**src/rtl/mem_arbiter_pkg.sv**
```systemverilog
// Shared types and constants for the memory request arbiter and its helpers.
package mem_arbiter_pkg;

  localparam int ADDR_WIDTH_DEFAULT   = 32;
  localparam int LSB_ID_WIDTH_DEFAULT = 4;

  // Arbiter FSM encoding
  typedef enum logic [1:0] {
    ST_IDLE    = 2'd0,
    ST_IF_RUN  = 2'd1,
    ST_LS_RUN  = 2'd2,
    ST_IO_WAIT = 2'd3
  } arb_state_t;

  // funct3 load codes
  localparam logic [2:0] F3_LB  = 3'b000;
  localparam logic [2:0] F3_LH  = 3'b001;
  localparam logic [2:0] F3_LW  = 3'b010;
  localparam logic [2:0] F3_LBU = 3'b100;
  localparam logic [2:0] F3_LHU = 3'b101;

  // addr[17:16] value that marks the memory-mapped IO region
  localparam logic [1:0] IO_REGION = 2'b11;

  // Engine length field (bytes minus one) from the access size bits
  function automatic logic [1:0] len_for_size(input logic [1:0] size_bits);
    case (size_bits)
      2'b00:   return 2'd0;
      2'b01:   return 2'd1;
      default: return 2'd3;
    endcase
  endfunction

  function automatic logic is_io_region(input logic [1:0] region_bits);
    return region_bits == IO_REGION;
  endfunction

endpackage

```
**src/rtl/mem_arbiter_load_extend.sv**
```systemverilog
// Combinational load-result extension: picks the byte/half/word from the
// little-endian engine data and sign- or zero-extends it by funct3.
module mem_arbiter_load_extend
  import mem_arbiter_pkg::*;
(
  input  logic [2:0]  funct3,
  input  logic [31:0] raw,
  output logic [31:0] ext
);

  // Extension select by load type; unknown codes pass the word through
  always_comb begin
    ext = raw;
    case (funct3)
      F3_LB:   ext = {{24{raw[7]}}, raw[7:0]};
      F3_LBU:  ext = {24'd0, raw[7:0]};
      F3_LH:   ext = {{16{raw[15]}}, raw[15:0]};
      F3_LHU:  ext = {16'd0, raw[15:0]};
      F3_LW:   ext = raw;
      default: ext = raw;
    endcase
  end

endmodule

```
**src/rtl/mem_arbiter.sv**
```systemverilog
// Request scheduler between the icache miss path and the load/store buffer,
// issuing one transaction at a time to the byte-serial memory engine.
module mem_arbiter
  import mem_arbiter_pkg::*;
#(
  parameter int ADDR_WIDTH   = ADDR_WIDTH_DEFAULT,
  parameter int LSB_ID_WIDTH = LSB_ID_WIDTH_DEFAULT,
  parameter int FAIR_LIMIT   = 4
) (
  input  logic                    clk,
  input  logic                    rst_in,
  input  logic                    rdy_in,
  input  logic                    flush,
  input  logic                    io_buffer_full,
  input  logic                    if_req,
  input  logic [ADDR_WIDTH-1:0]   if_addr,
  output logic                    if_busy,
  output logic                    if_done,
  output logic [ADDR_WIDTH-1:0]   if_done_addr,
  output logic [31:0]             if_data,
  input  logic                    ls_req,
  input  logic                    ls_we,
  input  logic [ADDR_WIDTH-1:0]   ls_addr,
  input  logic [31:0]             ls_wdata,
  input  logic [2:0]              ls_type,
  input  logic [LSB_ID_WIDTH-1:0] ls_id,
  output logic                    ls_busy,
  output logic                    ls_done,
  output logic [LSB_ID_WIDTH-1:0] ls_done_id,
  output logic [31:0]             ls_rdata,
  output logic                    eng_start,
  output logic [ADDR_WIDTH-1:0]   eng_addr,
  output logic                    eng_we,
  output logic [31:0]             eng_wdata,
  output logic [1:0]              eng_len,
  input  logic                    eng_done,
  input  logic [31:0]             eng_rdata
);

  localparam int               CNT_W    = $clog2(FAIR_LIMIT + 1);
  localparam logic [CNT_W-1:0] FAIR_MAX = CNT_W'(FAIR_LIMIT);

  arb_state_t state_reg;

  // IF slot
  logic                    if_valid_reg;
  logic [ADDR_WIDTH-1:0]   if_addr_reg;
  logic                    if_kill_reg;   // in-flight fetch was flushed

  // LS slot
  logic                    ls_valid_reg;
  logic                    ls_we_reg;
  logic [ADDR_WIDTH-1:0]   ls_addr_reg;
  logic [31:0]             ls_wdata_reg;
  logic [2:0]              ls_type_reg;
  logic [LSB_ID_WIDTH-1:0] ls_id_reg;
  logic                    ls_kill_reg;   // in-flight load was flushed

  logic                    io_return_reg; // fetch was granted out of IO_WAIT
  logic [CNT_W-1:0]        fair_cnt_reg;

  // A request is taken into an empty slot; arbitration sees the slot as it
  // will be after this edge, so a fresh request can be granted on capture.
  logic                    if_take, ls_take;
  logic                    if_avail, ls_avail;
  logic [ADDR_WIDTH-1:0]   if_cur_addr;
  logic                    ls_cur_we;
  logic [ADDR_WIDTH-1:0]   ls_cur_addr;
  logic [31:0]             ls_cur_wdata;
  logic [2:0]              ls_cur_type;
  logic                    ls_io_blocked;
  logic                    fair_hit;
  logic [31:0]             ls_ext;

  assign if_take  = if_req && !if_valid_reg && !flush;
  assign ls_take  = ls_req && !ls_valid_reg && !flush;

  // flush removes a pending fetch or load from contention, never a store
  assign if_avail = (if_valid_reg && !flush) || if_take;
  assign ls_avail = ls_valid_reg ? (ls_we_reg || !flush) : ls_take;

  assign if_cur_addr   = if_valid_reg ? if_addr_reg  : if_addr;
  assign ls_cur_we     = ls_valid_reg ? ls_we_reg    : ls_we;
  assign ls_cur_addr   = ls_valid_reg ? ls_addr_reg  : ls_addr;
  assign ls_cur_wdata  = ls_valid_reg ? ls_wdata_reg : ls_wdata;
  assign ls_cur_type   = ls_valid_reg ? ls_type_reg  : ls_type;
  assign ls_io_blocked = ls_cur_we && is_io_region(ls_cur_addr[17:16]) && io_buffer_full;
  assign fair_hit      = fair_cnt_reg >= FAIR_MAX;

  assign if_busy = if_valid_reg;
  assign ls_busy = ls_valid_reg;

  mem_arbiter_load_extend u_load_extend (
    .funct3 (ls_type_reg),
    .raw    (eng_rdata),
    .ext    (ls_ext)
  );

  // Slot capture, flush handling, arbitration FSM and registered outputs
  always_ff @(posedge clk or negedge rst_in) begin
    if (!rst_in) begin
      state_reg     <= ST_IDLE;
      if_valid_reg  <= 1'b0;
      if_addr_reg   <= '0;
      if_kill_reg   <= 1'b0;
      ls_valid_reg  <= 1'b0;
      ls_we_reg     <= 1'b0;
      ls_addr_reg   <= '0;
      ls_wdata_reg  <= '0;
      ls_type_reg   <= '0;
      ls_id_reg     <= '0;
      ls_kill_reg   <= 1'b0;
      io_return_reg <= 1'b0;
      fair_cnt_reg  <= '0;
      if_done       <= 1'b0;
      if_done_addr  <= '0;
      if_data       <= '0;
      ls_done       <= 1'b0;
      ls_done_id    <= '0;
      ls_rdata      <= '0;
      eng_start     <= 1'b0;
      eng_addr      <= '0;
      eng_we        <= 1'b0;
      eng_wdata     <= '0;
      eng_len       <= '0;
    end else if (rdy_in) begin
      eng_start <= 1'b0;
      if_done   <= 1'b0;
      ls_done   <= 1'b0;

      if (if_take) begin
        if_valid_reg <= 1'b1;
        if_addr_reg  <= if_addr;
      end
      if (ls_take) begin
        ls_valid_reg <= 1'b1;
        ls_we_reg    <= ls_we;
        ls_addr_reg  <= ls_addr;
        ls_wdata_reg <= ls_wdata;
        ls_type_reg  <= ls_type;
        ls_id_reg    <= ls_id;
      end

      if (flush) begin
        if (if_valid_reg) begin
          if_valid_reg <= 1'b0;
          if (state_reg == ST_IF_RUN) if_kill_reg <= 1'b1;
        end
        if (ls_valid_reg && !ls_we_reg) begin
          ls_valid_reg <= 1'b0;
          if (state_reg == ST_LS_RUN) ls_kill_reg <= 1'b1;
        end
      end

      case (state_reg)
        ST_IDLE: begin
          if (if_avail && (fair_hit || !ls_avail)) begin
            eng_start     <= 1'b1;
            eng_addr      <= if_cur_addr;
            eng_we        <= 1'b0;
            eng_wdata     <= '0;
            eng_len       <= 2'd3;
            fair_cnt_reg  <= '0;
            io_return_reg <= 1'b0;
            state_reg     <= ST_IF_RUN;
          end else if (ls_avail) begin
            if (ls_io_blocked) begin
              state_reg <= ST_IO_WAIT;
            end else begin
              eng_start <= 1'b1;
              eng_addr  <= ls_cur_addr;
              eng_we    <= ls_cur_we;
              eng_wdata <= ls_cur_wdata;
              eng_len   <= len_for_size(ls_cur_type[1:0]);
              if (if_avail && !fair_hit) fair_cnt_reg <= fair_cnt_reg + 1'b1;
              state_reg <= ST_LS_RUN;
            end
          end
        end

        ST_IO_WAIT: begin
          if (!io_buffer_full && !(fair_hit && if_avail)) begin
            eng_start <= 1'b1;
            eng_addr  <= ls_addr_reg;
            eng_we    <= 1'b1;
            eng_wdata <= ls_wdata_reg;
            eng_len   <= len_for_size(ls_type_reg[1:0]);
            if (if_avail && !fair_hit) fair_cnt_reg <= fair_cnt_reg + 1'b1;
            state_reg <= ST_LS_RUN;
          end else if (if_avail) begin
            eng_start     <= 1'b1;
            eng_addr      <= if_cur_addr;
            eng_we        <= 1'b0;
            eng_wdata     <= '0;
            eng_len       <= 2'd3;
            fair_cnt_reg  <= '0;
            io_return_reg <= 1'b1;
            state_reg     <= ST_IF_RUN;
          end
        end

        ST_IF_RUN: begin
          if (eng_done) begin
            state_reg     <= io_return_reg ? ST_IO_WAIT : ST_IDLE;
            io_return_reg <= 1'b0;
            if_kill_reg   <= 1'b0;
            if (!if_kill_reg && !flush) begin
              if_done      <= 1'b1;
              if_done_addr <= eng_addr;
              if_data      <= eng_rdata;
              if_valid_reg <= 1'b0;
            end
          end
        end

        ST_LS_RUN: begin
          if (eng_done) begin
            state_reg   <= ST_IDLE;
            ls_kill_reg <= 1'b0;
            if (!ls_kill_reg && (ls_we_reg || !flush)) begin
              ls_done      <= 1'b1;
              ls_done_id   <= ls_id_reg;
              ls_rdata     <= ls_we_reg ? 32'd0 : ls_ext;
              ls_valid_reg <= 1'b0;
            end
          end
        end

        default: state_reg <= ST_IDLE;
      endcase

      // flush restarts the fairness window regardless of any grant this edge
      if (flush) fair_cnt_reg <= '0;
    end
  end

endmodule

```
**config.mk**
```make
export PLATFORM = sky130hd
export DESIGN_NAME = mem_arbiter
export DESIGN_NICKNAME = d
export VERILOG_FILES = /design/src/rtl/mem_arbiter_pkg.sv /design/src/rtl/mem_arbiter_load_extend.sv /design/src/rtl/mem_arbiter.sv
export SDC_FILE = /design/constraint.sdc
export NUM_CORES = 1
export LEC_CHECK = 0
export ABC_AREA = 1
export CAP_MARGIN = 40
export CORE_ASPECT_RATIO = 1.5
export CORE_MARGIN = 2
export CORE_UTILIZATION = 40
export CTS_BUF_LIST = sky130_fd_sc_hd__clkbuf_16
export DETAILED_ROUTE_END_ITERATION = 6
export DONT_BUFFER_PORTS = 1
export PLACE_DENSITY_LB_ADDON = 0.25
export SLEW_MARGIN = 20
export SYNTH_ARGS = -nofsm -noshare
export SYNTH_HDL_FRONTEND = slang
export SYNTH_HIERARCHICAL = 1
export SYNTH_SLANG_ARGS = --single-unit
export TNS_END_PERCENT = 100
```
**constraint.sdc**
```tcl
create_clock -name clk -period 1.9 [get_ports clk]
set_input_delay 0.38 -clock clk [delete_from_list [all_inputs] [get_ports clk]]
set_output_delay 0.38 -clock clk [all_outputs]
set_load 0.02 [all_outputs]
```
# Word-level counts from Yosys, hierarchy flattened
# Cells that the tools add are included.
# totals
regBits	284
inputBits	144
output_inout_bits	172
elab_cells	178
# classes
addsub	1
magnitude_cmp	1
eq_ne	20
mux	90
n_reduce_logical	42
# op_table
operator	n
32-bit 2-to-1 mux	14
32-bit case mux with 2 select lines	2
32-bit case mux with 4 select lines	1
1-bit 2-to-1 mux	45
2-bit 2-to-1 mux	13
3-bit 2-to-1 mux	7
5-bit AND reduction	3
1-bit logical AND	14
4-bit != test (second input constant)	3
2-bit case mux with 2 select lines	3
1-bit logical NOT	10
2-bit != test (second input constant)	5
3-bit != test (second input constant)	3
2-bit case mux with 4 select lines	1
4-bit AND reduction	2
2-bit by 1-bit equality test with 1-bit output (second input constant)	3
2-bit equality test (second input constant)	3
3-bit equality test (second input constant)	2
2-bit logical NOT	3
3-bit case mux with 2 select lines	1
6-bit AND reduction	1
3-bit nonzero test	2
1-bit case mux with 2 select lines	2
2-bit AND reduction	2
7 further kinds	9

# Logic depth before layout (Yosys ltp)
# Gate-level depths: netlist (run 1).
# depth
depth_word	11
ltp_mapped	13
ltp_nobuf	11

# By module
# The synthesis (run 1) kept the hierarchy.
# by_module_without_submodules
module	instances	cells_each	area_per_inst_um2	seq_area_each_um2
mem_arbiter	1	1645	13457.9	7106.8
mem_arbiter_load_extend	1	70	370.4	0.0

# Least setup slack after synthesis (run 1)
# OpenSTA, ideal clock, no wires.
# synth_path
kind	reg2reg
start	register ls_valid_reg, in the netlist ls_busy
end	register fair_cnt_reg[1]
arrival_ns	1.517
path_slack_ns	0.265
stages_incl_launch_ff	12
path_buffers	3
synth_period_minus_slack_ns	1.635
path_cell_list	dfrtp_1 -> buf_4 -> buf_6 -> nand2_4 -> o211ai_2 -> nor2_4 -> nand3_2 -> nand2_2 -> buf_6 -> nand2_1 -> nand3_1 -> nand2_1
# synth_between
elab_chain_cells	10
elab_cells_between_ends	18
# synth_rtl
element	line	text
from (decl)	mem_arbiter.sv:51	logic ls_valid_reg;
from (signal assigned)	mem_arbiter.sv:106	ls_valid_reg <= 1'b0;
from (signal assigned)	mem_arbiter.sv:136	ls_valid_reg <= 1'b1;
from (signal assigned)	mem_arbiter.sv:150	ls_valid_reg <= 1'b0;
1-bit logical NOT	mem_arbiter.sv:76	assign ls_take = ls_req && !ls_valid_reg && !flush;
1-bit logical AND (2 in a row)	mem_arbiter.sv:76	
1-bit 2-to-1 mux	mem_arbiter.sv:80	assign ls_avail = ls_valid_reg ? (ls_we_reg || !flush) : ls_take;
1-bit logical NOT	mem_arbiter.sv:157	if (if_avail && (fair_hit || !ls_avail)) begin
1-bit logical OR	mem_arbiter.sv:157	
1-bit logical AND	mem_arbiter.sv:157	
3-bit 2-to-1 mux	mem_arbiter.sv:157	
3-bit case mux with 2 select lines	mem_arbiter.sv:155	case (state_reg)
3-bit 2-to-1 mux	mem_arbiter.sv:233	if (flush) fair_cnt_reg <= '0;
to (signal assigned)	mem_arbiter.sv:175	if (if_avail && !fair_hit) fair_cnt_reg <= fair_cnt_reg + 1'b1;
to (signal assigned)	mem_arbiter.sv:188	if (if_avail && !fair_hit) fair_cnt_reg <= fair_cnt_reg + 1'b1;
to (decl)	mem_arbiter.sv:60	logic [CNT_W-1:0] fair_cnt_reg;
# Parallel ways exist; a longest one is shown, timed or not.
# A chain may end at the register's enable or synchronous reset.

# Worst setup path after layout (run 1)
# layout_path
start	register if_valid_reg, in the netlist if_busy
end	output if_busy
# layout_lines
element	line	text
from (decl)	mem_arbiter.sv:46	logic if_valid_reg;
from (signal assigned)	mem_arbiter.sv:103	if_valid_reg <= 1'b0;
from (signal assigned)	mem_arbiter.sv:132	if_valid_reg <= 1'b1;
from (signal assigned)	mem_arbiter.sv:146	if_valid_reg <= 1'b0;
to (decl)	mem_arbiter.sv:17	output logic if_busy,
# No word-level cell between the ends.

==> results_dict.tcl, run 1 <==
set metrics [dict create \
    root_buffer "clkbuf_16" \
    yosysTopAreaCell "dfrtp_1" \
    firstDrtPassIters 5 \
    pin_count 316 \
    nets 1950 \
    syn_area_per_cell_um2 8.06 \
    hold_slack_ps -465 \
    crit_top_cell "buf_6" \
    critPathMaxStageDelay_ps 400 \
    worst-path-max-fanout 28 \
    leakagePower_nw 8.34 \
    numCtsBuffers 29 \
    multi_input_area_um2 5660 \
    synthFlopType "dfrtp_1" \
    violations "negative hold slack" \
    portBuffers 0 \
    initial_core_util_pct 40.5 \
    dr_total_vias 11500 \
    syn_inst 1715 \
    drc_errors 0 \
    synth_edf_count 0 \
    finalMaxSlewViolations 0 \
    grt_max_degree 285 \
    grt_pass1_vias 11100 \
    pwr-share-comb_pct 27.4 \
    synth_top_area_share_pct 51.4 \
    drive_gt1_share_pct 9.97 \
    critPathSlowestCell "dfrtp_2" \
    die_area_um2 36100 \
    internal_power_mw 14.5 \
    cts_tree "done" \
    pwr_density_cell_nw_per_um2 1500 \
    ctsHoldBuffers 122 \
    fmax_mhz 548 \
    drt-total-wl_um 39600 \
    synth.distinct_cells 35 \
    ant_nets 0 \
    clk_pin_slew_ps 70 \
    critPathBufInv 2 \
    gp_congestion 0.886 \
    syn_nets 1866 \
    swShare_pct 41.4 \
    h-tree-depth 1 \
    hold_viol 284 \
    fill_cells 3227 \
    insertion_delay_ps 550 \
    reg2reg_slack_ps 110 \
    yosys.cell_count.top_type "nand2_1" \
    p_sw_mw 10.2 \
    hold_path.class "in2async" \
    synth_top_cells_by_area "dfrtp_1 (51%), nand2_1 (20%), o21ai_0 (8.1%)" \
    setup.worst_path.class "reg2out" \
    cts_setup_buffers 0 \
    crit_path_end_kind "output port" \
    setup_viol_count_final 0 \
    cp.required_ps 1520 \
    synth_commonest_cells "nand2_1 (721), dfrtp_1 (284), o21ai_0 (224)" \
    cts.path.max_buffers 3 \
    crit_family "buffers and inverters" \
    timing.max_cap.violations 0 \
    fin_area_um2 16500 \
    regArea_um2 7110 \
    timing.final.crit_share_pct 96.1 \
    p_clk_share_pct 23.1 \
    finalCriticalPeriod_ps 1830 \
    reg2reg_depth 5 \
    synth_seq_cells 284 \
    start_kind "flip-flop" \
    yosysWarnings 6 \
    die_x_um 156 \
    r2r_end "if_done_addr[15]" \
    tightest_slew_ps 539 \
    seq_power_share_pct 49.5 \
    place_area_um2 14300 \
    cp_cell_sequence "buf_6 > buf_6" \
    grt_pass1_wl_um 61400 \
    grt.total_usage_pct 21.4 \
    die_h_um 232 \
    rr_startpoint "state_reg[1]" \
    status "complete, but fails checks" \
    dpl.hpwl_um 26200 \
    worstPathArrival_ps 1450 \
    via_per_inst 5.13 \
    drt_iter0_markers 707 \
    peakVddDrop_mv 0.707 \
    core_area_um2 34200 \
    seq_area_frac_synth_pct 51.4 \
    num_rows 83 \
    relSlewSlack_pct 64.0 \
    cts.sinks 284 \
    skew_ps 11.1 \
    wl_per_cell_um 17.6 \
    grt_overflow 0 \
    async_flop_share_pct 100 \
    syn-cell-area_um2 13800 \
    antenna_found_initial 4 \
    syn2layout_area_growth_pct 19.3 \
]
[kinds of logic after synthesis]
kind of cell / Yosys count / share of synthesized area, %
multiplexers: 62 / 5.04
buffers and inverters: 246 / 8.11
flip-flops: 284 / 51.4
adder cells (fa/ha/maj): 7 / 0.633
AO/OA/AOI/OAI: 279 / 10.8
AND/OR/NAND/NOR: 837 / 24.0
[routing by layer]
| layer | up-vias | routed length (um) | global-route usage (%) |
|---|---|---|---|
| li1 | 5610 | - | - |
| met1 | 5436 | 15600 | 25.5 |
| met2 | 405 | 20300 | 38.1 |
| met3 | 73 | 2420 | 4.12 |
| met4 | 0 | 1250 | 7.68 |
| met5 | - | 0 | 0 |
[timing repair]
item                                   CTS  global route
cloned                                   0             1
endpoints found under the hold margin  415           284
pin swaps                                0             1
setup endpoints to repair                1            77
resized for setup                        2            16
[placed cells by master, fill, tap and decap left out, types with 4 or more instances in the layout]
master / Yosys / layout
inv_2: 8 / 8
buf_6: 12 / 4
inv_1: 122 / 125
nand3_2: 3 / 5
mux2_2: 57 / 57
ha_1: 7 / 6
dfrtp_1: 284 / 282
buf_4: 15 / 26
clkinv_2: 0 / 4
a21oi_1: 10 / 10
nand3_1: 80 / 77
o21ai_1: 18 / 16
clkinv_1: 0 / 4
nand2_2: 6 / 5
clkbuf_16: 0 / 30
dlygate4sd3_1: 0 / 122
mux2_1: 4 / 4
diode_2: 0 / 4
o21ai_0: 224 / 224
nand2_1: 721 / 721
nor2_1: 15 / 15
bufinv_16: 0 / 4
buf_12: 0 / 13
o2111ai_1: 19 / 19
[stage by stage]
step / TNS, ps / total power [mW] / util, % / setup slack [ps] / cells
finish: 0 / 24.7 / 48.3 / 74.8 / 2245
global placement: 0 / 18.6 / 41.8 / 57.8 / 2070
floorplan: 0 / 16.7 / - / 265 / 1715
global route: -2.15 / 26.5 / 48.3 / -1.09 / 2245
CTS: 0 / 24.9 / 48.1 / 15.0 / 2240
detailed placement: 0 / 18.8 / 41.8 / 33.1 / 2070
[cell type report]
cell class	count	share of cell area (%)
inverter	132	3.08
timing repair buffer	167	10.7
multi-input combinational	1185	34.3
clock inverter	19	1.15
sequential	284	43.1
tap	425	3.22
clock buffer	29	4.40
antenna	4	0.0607
[power groups by stage]
| stage | Clock [mW] | Sequential [mW] | Combinational, mW |
|---|---|---|---|
| final | 5.71 | 12.2 | 6.79 |
| after global routing | 6.10 | 12.6 | 7.80 |
| after CTS | 5.89 | 12.3 | 6.74 |
| after detailed placement | 0 | 12.4 | 6.49 |
| after global placement | 0 | 12.3 | 6.32 |
| after floorplan | 0 | 11.6 | 5.05 |
[how the worst max path moves through the flow]
stage,start,to,cells after the start
finish,if_busy,if_busy,2
global route,state_reg[0],eng_addr[12],11
CTS,ls_busy,eng_addr[21],8
detailed placement,ls_busy,fair_cnt_reg[2],9
global placement,ls_busy,fair_cnt_reg[1],9
floorplan,ls_busy,fair_cnt_reg[1],11
[worst register-to-register path: stages (launching register included)]
cell     delay (ps)
dfrtp_1         410
inv_2            90
ha_1            360
nand4_4         180
buf_12          230
mux2_1          390
(Power assumes the default switching activity.)
==> run 2, diff against run 1 <==
SLEW_MARGIN = unset   (was 20)
==> results of run 2 <==
Same layout as run 1: the final DEF is identical, and so are final timing and power.
==> run 3, diff against run 2 <==
PLACE_DENSITY = 0.57   (was unset)
PLACE_DENSITY_LB_ADDON = unset   (was 0.25)
==> results_dict.tcl, run 3 (synthesis results as in run 1) <==
set metrics [dict create \
    status "complete, but fails checks" \
    violations "negative hold slack" \
    pwr_density_cell_nw_per_um2 1510 \
    root_buffer "clkbuf_16" \
    finalCriticalPeriod_ps 1840 \
    rsz0062_at_grt "no" \
    mostFrequentLayoutCell "nand2_1" \
    cts_tree "done" \
    peakVddDrop_mv 0.942 \
    timing.final.crit_share_pct 97.0 \
    timing.max_cap.violations 0 \
    tns_ps 0 \
    numCtsBuffers 29 \
    antenna_found_initial 4 \
    core_area_um2 34200 \
    fmax_mhz 543 \
    wl_per_cell_um 17.9 \
    layoutNonFillerInstCount 2238 \
    grt_pass1_vias 11400 \
    start_kind "flip-flop" \
    setup_viol_count_final 0 \
    gp_congestion 0.817 \
    insertion_delay_ps 550 \
    h-tree-depth 1 \
    hold_viol 284 \
    die_area_um2 36100 \
    nets 1941 \
    crit_path_end_kind "output port" \
    placedCellCount 2062 \
    grt_max_degree 285 \
    grt_overflow 0 \
    drc_errors 0 \
    num_rows 83 \
    drt_iter0_markers 704 \
    initial_core_util_pct 40.5 \
    skew_ps 7.15 \
    drive_gt1_share_pct 9.28 \
    cp.required_ps 1520 \
    via_per_inst 5.14 \
    leakagePower_nw 8.32 \
    drt-total-wl_um 40000 \
    finalMaxSlewViolations 0 \
    cts.path.max_buffers 3 \
    ctsHoldBuffers 120 \
    worstPathArrival_ps 1460 \
    worst-path-max-fanout 7 \
    fill_cells 3282 \
    relSlewSlack_pct 17.8 \
    cts.sinks 284 \
    syn2layout_area_growth_pct 18.8 \
    firstDrtPassIters 7 \
    hold_path.class "in2async" \
    dr_total_vias 11500 \
    die_h_um 232 \
    setup.worst_path.class "reg2out" \
    dpl.hpwl_um 26000 \
    pin_count 316 \
    mostFrequentLayoutCells "nand2_1 (721), dfrtp_1 (282), o21ai_0 (224)" \
    fin_area_um2 16400 \
    clk_pin_slew_ps 60 \
    place_area_um2 14300 \
    grt.total_usage_pct 21.8 \
    hold_slack_ps -466 \
    die_x_um 156 \
    reg2reg_depth 9 \
    grt_pass1_wl_um 62500 \
    ant_nets 0 \
    tightest_slew_ps 1230 \
    portBuffers 0 \
]
-- run 3: cell types whose count changed in the layout (fill, tap and decap cells not counted), moves of 2 or more --
| cell | delta |
|---|---|
| buf_12 | +3 |
| buf_4 | -11 |
| buf_6 | +2 |
| dlygate4sd3_1 | -2 |
| inv_1 | +5 |
| inv_6 | -2 |
| o21ai_1 | +2 |
| o21ai_2 | -2 |
-- run 3: final timing paths --
check                             start               end  slack (ps)
hold reg to reg            ls_id_reg[1]     ls_done_id[1]         460
setup / recovery                ls_busy           ls_busy          60
min in group clk             if_addr[1]    if_addr_reg[1]          20
hold / removal                   rst_in  if_done_addr[10]        -470
setup reg to reg                ls_busy     eng_wdata[13]         100
max in group asynchronous        rst_in           ls_busy        1350
-- run 3: metrics by stage --
stage	setup WS, ps	utilization [%]	power [mW]
6_report	57.9	48.1	24.7
5_1_grt	8.37	48.1	26.5
4_1_cts	39.5	47.9	24.9
3_5_place_dp	66.5	41.7	18.9
3_3_place_gp	90.9	41.7	18.6
2_1_floorplan	265	-	16.7
-- run 3: final cells by class --
class | instances | area (um^2) | area share [%]
multi-input combinational | 1185 | 5640 | 34.3
inverter | 132 | 503 | 3.06
tap | 425 | 532 | 3.24
clock inverter | 22 | 200 | 1.22
antenna | 3 | 7.51 | 0.0457
sequential | 284 | 7110 | 43.3
clock buffer | 29 | 726 | 4.42
timing repair buffer | 158 | 1710 | 10.4
-- run 3: routing by layer --
layer / part of all wire [%] / track usage, % / vias up / routed length (um)
li1: - / - / 5604 / -
met1: 39 / 25.3 / 5446 / 15500
met2: 51 / 39.5 / 386 / 20500
met3: 7.1 / 4.93 / 72 / 2830
met4: 2.9 / 7.02 / 2 / 1160
met5: 0.033 / 0 / - / 13
-- run 3: worst max-delay path: stages (launching register included) --
cell and delay, ps:
dfrtp_4 530, buf_2 200, buf_4 180
-- run 3: what timing repair did --
| item | CTS | global route |
|---|---|---|
| gates resized for setup | 0 | 9 |
| endpoints found under the hold margin | 415 | 284 |
| endpoints found under the setup margin | 0 | 63 |
| setup buffers | 0 | 2 |
-- run 3: report_power, final --
part | internal [mW] | switching [mW]
clock | 3.29 | 2.44
sequential | 8.38 | 3.86
combinational | 2.82 | 3.93
total | 14.5 | 10.2
